### src/rtl/func_channel_buffer_pkg.sv
// Shared types and the per-word transfer function for func_channel_buffer.
// The function works on a wide container so one definition serves any DATA_W below FN_W.
package func_channel_buffer_types;

  typedef enum logic [1:0] {
    FM_PASS   = 2'd0,
    FM_ABS    = 2'd1,
    FM_CLAMP0 = 2'd2,
    FM_ADDSAT = 2'd3
  } func_mode_t;

  localparam int SAT_CNT_W = 16;
  localparam int FN_W      = 64;

  // value must arrive sign-extended to FN_W; width is the real data width.
  // Returns {altered, result}, where result is zero-extended beyond width.
  function automatic logic [FN_W:0] apply_func(input func_mode_t  mode,
                                               input logic [FN_W-1:0] value,
                                               input logic [FN_W-1:0] offset,
                                               input int unsigned     width);
    logic [FN_W:0]   mask;
    logic [FN_W-1:0] uval;
    logic [FN_W:0]   sum;
    logic            neg;
    logic            altered;
    logic [FN_W-1:0] result;
    mask    = ({{FN_W{1'b0}}, 1'b1} << width) - {{FN_W{1'b0}}, 1'b1};
    neg     = value[FN_W-1];
    uval    = value & mask[FN_W-1:0];
    sum     = {1'b0, uval} + {1'b0, offset & mask[FN_W-1:0]};
    altered = 1'b0;
    result  = uval;
    case (mode)
      FM_PASS: begin
        altered = 1'b0;
        result  = uval;
      end
      FM_ABS: begin
        altered = 1'b0;
        result  = neg ? ((~value + {{(FN_W-1){1'b0}}, 1'b1}) & mask[FN_W-1:0]) : uval;
      end
      FM_CLAMP0: begin
        altered = neg;
        result  = neg ? {FN_W{1'b0}} : uval;
      end
      FM_ADDSAT: begin
        altered = (sum > mask);
        result  = altered ? mask[FN_W-1:0] : sum[FN_W-1:0];
      end
      default: begin
        altered = 1'b0;
        result  = uval;
      end
    endcase
    return {altered, result};
  endfunction

endpackage

### src/rtl/func_channel_buffer_if.sv
// Blocking-channel bundle: signed producer side (b_in) and unsigned consumer side (b_out).
interface func_channel_buffer_if #(
  parameter int DATA_W = 32
) ();

  logic signed [DATA_W-1:0] b_in;
  logic                     b_in_sync;
  logic                     b_in_notify;
  logic        [DATA_W-1:0] b_out;
  logic                     b_out_sync;
  logic                     b_out_notify;

  modport master (
    output b_in, b_in_sync, b_out_sync,
    input  b_in_notify, b_out, b_out_notify
  );

  modport slave (
    input  b_in, b_in_sync, b_out_sync,
    output b_in_notify, b_out, b_out_notify
  );

endinterface

### src/rtl/func_channel_buffer_fifo.sv
// DEPTH-entry FIFO with a separate occupancy counter and notify flags
// registered from next-state occupancy.
module fc_fifo #(
  parameter int DATA_W = 32,
  parameter int DEPTH  = 4
) (
  input  logic                     clk,
  input  logic                     rst,
  input  logic                     push,
  input  logic [DATA_W-1:0]        wdata,
  input  logic                     pop,
  output logic [DATA_W-1:0]        rdata,
  output logic                     not_full,
  output logic                     not_empty,
  output logic [$clog2(DEPTH):0]   level
);

  localparam int PTR_W = $clog2(DEPTH);
  localparam int LVL_W = PTR_W + 1;

  logic [DATA_W-1:0] mem_r [DEPTH];
  logic [PTR_W-1:0]  wr_ptr_r;
  logic [PTR_W-1:0]  rd_ptr_r;
  logic [LVL_W-1:0]  level_r;
  logic [LVL_W-1:0]  level_next_s;
  logic              not_full_r;
  logic              not_empty_r;
  logic              push_s;
  logic              pop_s;

  assign push_s = push & not_full_r;
  assign pop_s  = pop & not_empty_r;

  // Next occupancy from the accepted push/pop pair.
  always_comb begin
    level_next_s = level_r;
    case ({push_s, pop_s})
      2'b10:   level_next_s = level_r + {{(LVL_W-1){1'b0}}, 1'b1};
      2'b01:   level_next_s = level_r - {{(LVL_W-1){1'b0}}, 1'b1};
      default: level_next_s = level_r;
    endcase
  end

  // Storage write port; cleared on reset so the head reads zero.
  always_ff @(posedge clk or negedge rst) begin
    if (!rst) begin
      for (int i = 0; i < DEPTH; i++) mem_r[i] <= '0;
    end else if (push_s) begin
      mem_r[wr_ptr_r] <= wdata;
    end
  end

  // Pointers, occupancy and registered notify flags.
  always_ff @(posedge clk or negedge rst) begin
    if (!rst) begin
      wr_ptr_r    <= '0;
      rd_ptr_r    <= '0;
      level_r     <= '0;
      not_full_r  <= 1'b1;
      not_empty_r <= 1'b0;
    end else begin
      if (push_s) wr_ptr_r <= wr_ptr_r + {{(PTR_W-1){1'b0}}, 1'b1};
      if (pop_s)  rd_ptr_r <= rd_ptr_r + {{(PTR_W-1){1'b0}}, 1'b1};
      level_r     <= level_next_s;
      not_full_r  <= (level_next_s < LVL_W'(DEPTH));
      not_empty_r <= (level_next_s != '0);
    end
  end

  assign rdata     = mem_r[rd_ptr_r];
  assign not_full  = not_full_r;
  assign not_empty = not_empty_r;
  assign level     = level_r;

endmodule

### src/rtl/func_channel_buffer.sv
// Applies a compile-time function to each accepted signed word and buffers the
// unsigned results between two blocking channels; counts altered words.
module func_channel_buffer
  import func_channel_buffer_types::*;
#(
  parameter int          DATA_W    = 32,
  parameter int          DEPTH     = 4,
  parameter func_mode_t  FUNC_MODE = FM_PASS,
  parameter int unsigned OFFSET    = 32'd1
) (
  input  logic                     clk,
  input  logic                     rst,
  func_channel_buffer_if.slave     ch,
  output logic [SAT_CNT_W-1:0]     sat_count,
  output logic [$clog2(DEPTH):0]   level
);

  logic [FN_W-1:0]      in_ext_s;
  logic [FN_W:0]        fn_s;
  logic                 altered_s;
  logic [DATA_W-1:0]    result_s;
  logic [FN_W-1:0]      fn_unused_s;
  logic                 push_ok_s;
  logic [SAT_CNT_W-1:0] sat_count_r;

  assign in_ext_s    = {{(FN_W-DATA_W){ch.b_in[DATA_W-1]}}, ch.b_in};
  assign fn_s        = apply_func(FUNC_MODE, in_ext_s, FN_W'(OFFSET), DATA_W);
  assign altered_s   = fn_s[FN_W];
  assign result_s    = fn_s[DATA_W-1:0];
  assign fn_unused_s = fn_s[FN_W-1:0];
  assign push_ok_s   = ch.b_in_sync & ch.b_in_notify;

  fc_fifo #(
    .DATA_W (DATA_W),
    .DEPTH  (DEPTH)
  ) u_fifo (
    .clk       (clk),
    .rst       (rst),
    .push      (ch.b_in_sync),
    .wdata     (result_s),
    .pop       (ch.b_out_sync),
    .rdata     (ch.b_out),
    .not_full  (ch.b_in_notify),
    .not_empty (ch.b_out_notify),
    .level     (level)
  );

  // Saturating count of words changed by clamp or saturation at enqueue.
  always_ff @(posedge clk or negedge rst) begin
    if (!rst) begin
      sat_count_r <= '0;
    end else if (push_ok_s && altered_s && (sat_count_r != {SAT_CNT_W{1'b1}})) begin
      sat_count_r <= sat_count_r + {{(SAT_CNT_W-1){1'b0}}, 1'b1};
    end else begin
      sat_count_r <= sat_count_r;
    end
  end

  assign sat_count = sat_count_r;

endmodule

### src/flat_wrapper.sv
// flat-port wrapper written by rule: the top's interface ports become plain ports
module func_channel_buffer_flat import func_channel_buffer_types::*;
#(
  parameter int          DATA_W    = 32,
  parameter int          DEPTH     = 4,
  parameter func_mode_t  FUNC_MODE = FM_PASS,
  parameter int unsigned OFFSET    = 32'd1
)
  (clk, rst, sat_count, level, ch_b_in, ch_b_in_sync, ch_b_out_sync, ch_b_in_notify, ch_b_out, ch_b_out_notify);
  func_channel_buffer_if #(.DATA_W(DATA_W)) ch_i ();
  input  logic clk;
  input  logic rst;
  output logic [SAT_CNT_W-1:0] sat_count;
  output logic [$clog2(DEPTH):0] level;
  input wire logic [$bits(ch_i.b_in)-1:0] ch_b_in;
  input wire logic [$bits(ch_i.b_in_sync)-1:0] ch_b_in_sync;
  input wire logic [$bits(ch_i.b_out_sync)-1:0] ch_b_out_sync;
  output wire logic [$bits(ch_i.b_in_notify)-1:0] ch_b_in_notify;
  output wire logic [$bits(ch_i.b_out)-1:0] ch_b_out;
  output wire logic [$bits(ch_i.b_out_notify)-1:0] ch_b_out_notify;
  assign ch_i.b_in = ch_b_in;
  assign ch_i.b_in_sync = ch_b_in_sync;
  assign ch_i.b_out_sync = ch_b_out_sync;
  assign ch_b_in_notify = ch_i.b_in_notify;
  assign ch_b_out = ch_i.b_out;
  assign ch_b_out_notify = ch_i.b_out_notify;
  func_channel_buffer #(.DATA_W(DATA_W), .DEPTH(DEPTH), .FUNC_MODE(FUNC_MODE), .OFFSET(OFFSET)) u_core (.clk(clk), .rst(rst), .ch(ch_i), .sat_count(sat_count), .level(level));
endmodule
### config.mk
export PLATFORM = sky130hd
export DESIGN_NAME = func_channel_buffer_flat
export DESIGN_NICKNAME = d
export VERILOG_FILES = /design/src/rtl/func_channel_buffer_pkg.sv /design/src/rtl/func_channel_buffer_if.sv /design/src/rtl/func_channel_buffer_fifo.sv /design/src/rtl/func_channel_buffer.sv /design/src/flat_wrapper.sv
export SDC_FILE = /design/constraint.sdc
export NUM_CORES = 1
export LEC_CHECK = 0
export ABC_AREA = 1
export CAP_MARGIN = 20
export CORE_MARGIN = 1
export CORE_UTILIZATION = 50
export DETAILED_ROUTE_END_ITERATION = 12
export PLACE_DENSITY = 0.76
export SLEW_MARGIN = 25
export SYNTH_ARGS = -nofsm -noshare
export SYNTH_HDL_FRONTEND = slang
export SYNTH_SLANG_ARGS = --single-unit
### constraint.sdc
create_clock -name clk -period 1.7 [get_ports clk]
set_clock_uncertainty 0.15 [all_clocks]
set_input_delay 0.34 -clock clk [delete_from_list [all_inputs] [get_ports clk]]
set_output_delay 0.34 -clock clk [all_outputs]
set_load 0.05 [all_outputs]
Word-level counts from Yosys, hierarchy flattened --
Index checks and enable logic that the tools add are counted.
Storage, ports and cells: output and inout bits 53, logic and storage cells 32, input bits 36, bits in registers 137
Operators by class: bitwise logic cells 4, order comparisons 4, multiplexer cells 7, add/subtract/negate cells 4, equal/unequal tests 2, reductions and logical operators 2
Operators with widths (count):
- 128-bit bitwise mux | 1
- 32-bit two-way mux | 3
- 32-bit binary-select mux with 2-bit select | 1
- 32-bit demux with 2-bit select | 1
- 3-bit >= comparator, second input constant | 2
- 2-bit inverter with 3-bit output | 2
- 3-bit case mux with 2 select lines | 1
- 2-bit by 1-bit adder with 2-bit output, second input constant | 2
- 3-bit by 1-bit adder with 3-bit output, second input constant | 1
- 3-bit by 1-bit < comparator with 1-bit output, second input constant | 1
- 3-bit < comparator, second input constant | 1
- 3-bit nonzero test | 1
- 3-bit by 1-bit subtractor with 3-bit output, second input constant | 1
- 1-bit bitwise AND | 2
- 2-bit by 1-bit equality test with 1-bit output, second input constant | 1
- 2-bit equality test, second input constant | 1
- 1-bit logical AND | 1

Logic depth before layout (Yosys ltp) --
Gate-level depths: netlist of the first run.
depth in word-level cells 6, mapped depth 11, mapped depth without buffers 11

Cells and area by module --
From an unflattened synthesis of the first run, not the netlist that was laid out.
Second synthesis, totals: cells, all modules 691, area, all modules 6070.8 um^2
Modules (own cells, without submodules):
- fc_fifo | area an instance 5947.0 um^2, instances 1, cells each 674, seq. area each 3429.5 um^2
- func_channel_buffer | area an instance 123.9 um^2, instances 1, cells each 17, seq. area each 0.0 um^2

Worst setup path before layout of the first run --
OpenSTA, ideal clock, no wires.
kind flip-flop to output port, start register u_core.u_fifo.rd_ptr_r[0], end output ch_b_out[16], path slack -0.430 ns, arrival time 1.640 ns, stages on the path, launching flop included 7, path buffers 3, data required time 1.210 ns, cell sequence dfrtp_1 > buf_6 > inv_4 > buf_8 > buf_6 > o21ai_1 > o22ai_1
On the way: word-level cells in the longest chain between the ends 4
Ends and longest elaborated chain:
- start, declared | RTL line func_channel_buffer_fifo.sv:23 | logic [PTR_W-1:0] rd_ptr_r;
- start signal, assigned | RTL line func_channel_buffer_fifo.sv:63 | if (pop_s) rd_ptr_r <= rd_ptr_r + {{(PTR_W-1){1'b0}}, 1'b1};
- 2-bit inverter with 3-bit output (not written as such) | RTL line func_channel_buffer_fifo.sv:70 | assign rdata = mem_r[rd_ptr_r];
- 32-bit binary-select mux with 2-bit select | RTL line func_channel_buffer_fifo.sv:70
- 32-bit two-way mux (not written as such) (2 in a row) | RTL line func_channel_buffer_fifo.sv:70
- end, declared | RTL line flat_wrapper.sv:19 | output wire logic [$bits(ch_i.b_out)-1:0] ch_b_out;
Every way passes these cells. The select of a mux whose other input is x is not followed.

Final worst setup path of the first run --
start register u_core.u_fifo.rd_ptr_r[0], end output ch_b_out[3]
The elaborated chain is that of the path after synthesis.

==> results_dict.tcl, run 1 <==
set metrics [dict create \
    outcome "finished, violations left" \
    violations "setup timing" \
    antenna_cells 0 \
    nNetsFinal 837 \
    ys_types 27 \
    synth_top_area_share_pct 50.1 \
    wire_per_inst_um 17.4 \
    final_area_mm2 0.00971 \
    crit_start "u_core.u_fifo.rd_ptr_r[0]" \
    synthFlopType "dfrtp_1" \
    synth_edf_count 0 \
    rr_worst_depth 7 \
    synth_top_area_cell "dfrtp_1" \
    clockBufferDepth 2 \
    cp_max_fo 8 \
    synthCells 691 \
    end_kind "primary output" \
    grt_antenna_before_repair 0 \
    setup_tns_ps -15430 \
    fmax_mhz 451 \
    place_area_mm2 0.00876 \
    rows 42 \
    synth_area_mm2 0.00679 \
    grt_max_degree 48 \
    pin_count 89 \
    yosysWarnings 0 \
    start_kind "flip-flop" \
    cts_made_buffers 17 \
    io_buffers 72 \
    rsz0062_at_grt "true" \
    fin_crit_ps 2220 \
    whs_ps 275 \
    dp_hpwl_um 10600 \
    slew_violations 0 \
    grt_usage_pct 25.5 \
    core-area_mm2 0.0132 \
    critPathKind "reg -> out" \
    setup_viol 35 \
    fin_crit_sh_pct 130 \
    synth_seq_cells 137 \
    synthTopCellsByArea "dfrtp_1, o21ai_2, nand2_1" \
    die_h_um 119 \
    worstSkewPairLatency_ps 420 \
    overflow 0 \
    vias 5343 \
    dp_slack_ps -482 \
    htree_levels 4 \
    arrival_ps 1730 \
    drtPass1Iterations 4 \
    yosysSeqAreaShare_pct 50.5 \
    hold_viol 0 \
    r2r_start "u_core.u_fifo.not_full" \
    wirelength_um 17200 \
    critPathRequiredTime_ps 1210 \
    max_cap_viol_count 0 \
    grt_first_pass_wirelength_um 27800 \
    grt_pass1_vias 5644 \
    hold_class "in -> async" \
    async_reset_ff_share_pct 100 \
    drive_gt1_share_pct 44.2 \
    post-synth-top-count-cell "nand2_1" \
    clock-root-buffer "clkbuf_16" \
    die-area_mm2 0.0140 \
    gp_congestion 0.821 \
    dieWidth_um 119 \
    avgSynthCellArea_um2 9.82 \
    setup_ws_ps -515 \
    initial_core_util_pct 51.3 \
    clk_pin_slew_worst_paths_ps 60 \
    synth_commonest_cells "nand2_1, dfrtp_1, o21ai_2, nor2_1, o21ai_0" \
    cts_tree "yes" \
    drcViolationCount 0 \
    cts.sinks 137 \
    synthToLayoutAreaGrowth_pct 43.0 \
    routed_via_density 5.43 \
    ant_nets 0 \
    drtIter0Drc 348 \
]
## routing by layer
layer	GRT usage, %	up-vias	part of all wire (%)
met1	31.5	2690	41
met2	43.3	139	53
li1	-	2479	-
met4	9.97	0	2.1
met3	5.60	35	4.6
met5	0	-	0
## final timing paths
check	endpoint	slack, ps
hold reg to reg	u_core.u_fifo.mem_r[18]	330
min in group clk	u_core.u_fifo.mem_r[18]	330
hold / removal	u_core.u_fifo.mem_r[107]	270
setup / recovery	ch_b_out[3]	-520
max in group asynchronous	u_core.u_fifo.mem_r[39]	510
setup reg to reg	u_core.u_fifo.not_empty	-120
## logic make-up after synthesis
| family | count (synthesis) | share of synthesized area [%] |
|---|---|---|
| flops | 137 | 50.5 |
| other cells | 1 | 0.0552 |
| buf+inv | 105 | 10.5 |
| simple gates | 214 | 13.3 |
| compound gates | 226 | 24.1 |
| xor+xnor | 2 | 0.258 |
| fa+ha+maj | 6 | 1.22 |
## state kept, by name (all words and copies together), names as in the netlist
signal / cells
u_core.u_fifo.rd_ptr_r: 2
u_core.u_fifo.level: 3
u_core.u_fifo.not_full: 1
u_core.u_fifo.not_empty: 1
u_core.u_fifo.wr_ptr_r: 2
u_core.u_fifo.mem_r: 128
## layout by cell type, fill, tap and decap left out, types with 6 or more instances in the layout
cell type        synthesis  final
o21ai_2                124    145
dfrtp_1                136    134
nand2_1                138    132
buf_12                   1     48
nor2_1                  57     43
inv_1                   42     39
o21ai_1                 26     38
clkdlybuf4s50_1          0     34
o22ai_4                  0     31
buf_4                   16     29
clkbuf_16                0     19
nor2_4                   0     16
conb_1                   1     16
buf_6                   29     12
nor2_2                  11      9
o21ai_4                  0      7
nand2_2                  1      6
## layout make-up
cell class                 count  area [um^2]
timing repair buffer         130         1800
clock inverter                 8          115
clock buffer                  24          502
tap                          176          220
multi-input combinational    464         3450
sequential                   137         3430
inverter                      45          191
fill                         869         3540
## per-stage QoR
step	cells	util [%]
2_1_floorplan	706	-
3_3_place_gp	940	66.2
3_5_place_dp	940	66.2
4_1_cts	977	72.1
5_1_grt	984	73.3
6_report	984	73.3
## worst max-delay path, cell delays in order, from the launching register on
cell     delay (ps)
dfrtp_2         490
inv_8           160
buf_12          150
buf_4           120
nor2_4           30
o22ai_4         170
buf_12          160
## what timing repair did
item                                    CTS  global route
hold buffers                              1             0
gates resized for setup                  61            26
cloned                                    2             3
endpoints found under the hold margin    39             0
endpoints found under the setup margin   34            43
pin swaps                                 2            11
buffers inserted                          2             6
Power of run 1 is not shown: default switching activity piles up to over one toggle a cycle in this logic, so the estimate is an artifact.
==> inputs of run 2 (changes only) <==
- CORE_UTILIZATION: 50 -> 38
- PLACE_DENSITY: 0.76 -> unset
==> run 2 against run 1 <==
The flow still finishes with violations (setup timing). Worst hold slack lost 21 ps. Utilization shrank 16 points. Register-to-register slack improved by 20 ps. First-iteration DRC count decreased by 39%. Cell area is 2.6% higher. Die area is 31% higher. Cell count increased by 5.8%. Critical path type unchanged. Largest cell class unchanged.
==> results_dict.tcl, run 2 (same netlist as run 1, synthesis figures left out) <==
set metrics [dict create \
    overflow 0 \
    cts.sinks 137 \
    critPathRequiredTime_ps 1210 \
    layout_commonest_cell "o21ai_2" \
    regArea_mm2 0.00343 \
    slew_violations 0 \
    core-area_mm2 0.0174 \
    synthToLayoutAreaGrowth_pct 46.7 \
    dieWidth_um 136 \
    max_cap_viol_count 0 \
    rr_worst_depth 7 \
    wirelength_um 16400 \
    setup_viol 34 \
    hold_class "in -> async" \
    fmax_mhz 451 \
    fin_cells 1041 \
    drtIter0Drc 214 \
    grt_first_pass_wirelength_um 27200 \
    gp_congestion 0.749 \
    io_buffers 72 \
    initial_core_util_pct 39.1 \
    violations "setup timing" \
    clock-root-buffer "clkbuf_16" \
    worstSkewPairLatency_ps 420 \
    grt_usage_pct 19.2 \
    fin_crit_sh_pct 130 \
    drive_gt1_share_pct 48.5 \
    drtPass1Iterations 4 \
    n_fill_cell 1462 \
    grt_max_degree 39 \
    start_kind "flip-flop" \
    grt_pass1_vias 5267 \
    antenna_cells 0 \
    rsz0062_at_grt "true" \
    setup_ws_ps -516 \
    ant_nets 0 \
    arrival_ps 1730 \
    die-area_mm2 0.0184 \
    cp_max_fo 14 \
    regMostFlops "u_core.u_fifo.mem_r" \
    dp_hpwl_um 10700 \
    fin_crit_ps 2220 \
    htree_levels 4 \
    routed_via_density 4.95 \
    cts_made_buffers 17 \
    wire_per_inst_um 15.8 \
    final_cell_mix "o21ai_2, dfrtp_1, nand2_1" \
    place_inst 997 \
    drcViolationCount 0 \
    pin_count 89 \
    critPathKind "reg -> out" \
    cts_tree "yes" \
    hold_viol 0 \
    outcome "finished, violations left" \
    multi_input_area_mm2 0.00360 \
    clockBufferDepth 2 \
    end_kind "primary output" \
    vias 5149 \
    clk_pin_slew_worst_paths_ps 60 \
    rows 48 \
    nNetsFinal 845 \
    largest_register_ffs 128 \
    die_h_um 136 \
    grt_antenna_before_repair 0 \
]
run 2: cell count changes in the layout (fill, tap and decap cells not counted), moves of 3 or more:
cell	before	now
o21ai_1	38	30
buf_12	48	43
nor2_2	9	28
nor2_1	43	23
buf_4	29	32
buf_6	12	26
bufinv_16	3	6
o21ai_4	7	16
run 2: layout make-up:
type	count	area share, %
sequential	137	34.5
inverter	45	1.80
clock inverter	12	2.19
clock buffer	20	4.69
timing repair buffer	138	17.9
multi-input combinational	464	36.1
tap	225	2.83
run 2: worst max-delay path, stage by stage (launching register included):
cell	delay, ps
dfrtp_2	480
clkinv_4	140
buf_12	190
buf_12	120
nor2_4	30
o22ai_4	170
buf_12	160
run 2: final timing paths:
kind	start	endpoint	slack (ps)
worst max-delay path	u_core.u_fifo.rd_ptr_r[0]	ch_b_out[27]	-520
worst min register to register	u_core.u_fifo.mem_r[47]	u_core.u_fifo.mem_r[47]	330
max in group asynchronous	rst	u_core.u_fifo.not_full	560
worst min-delay path	rst	u_core.u_fifo.mem_r[108]	250
worst max register to register	u_core.u_fifo.not_full	u_core.u_fifo.not_empty	-100
min in group clk	u_core.u_fifo.mem_r[47]	u_core.u_fifo.mem_r[47]	330
run 2: what timing repair did:
action	4_1_cts	5_1_grt
hold buffers	1	0
buffers inserted	1	8
resized for setup	58	69
gates cloned	0	3
hold endpoints to repair	33	0
pin swaps	6	8
setup endpoints to repair	34	37
run 2: routing by layer:
metal | track usage, % | vias to the layer above | wire (um) | share of wire (%)
li1 | - | 2500 | - | -
met1 | 25.1 | 2518 | 7510 | 46
met2 | 31.7 | 110 | 8050 | 49
met3 | 3.93 | 21 | 618 | 3.8
met4 | 6.43 | 0 | 215 | 1.3
met5 | 0 | - | 0 | 0
run 2: per-stage QoR:
stage | area, um^2 | TNS [ps] | utilization (%) | hold slack (ps) | worst slack (ps)
after global routing | 9960 | -17590 | 57.4 | 282 | -592
after floorplan | 7570 | -1580 | - | -106 | -216
after CTS | 9640 | -16450 | 55.5 | 252 | -583
final | 9960 | -14980 | 57.4 | 253 | -516
after global placement | 8830 | -25330 | 50.9 | 131 | -379
after detailed placement | 8830 | -29250 | 50.9 | 133 | -476
Power of run 2 is left out for the same reason.
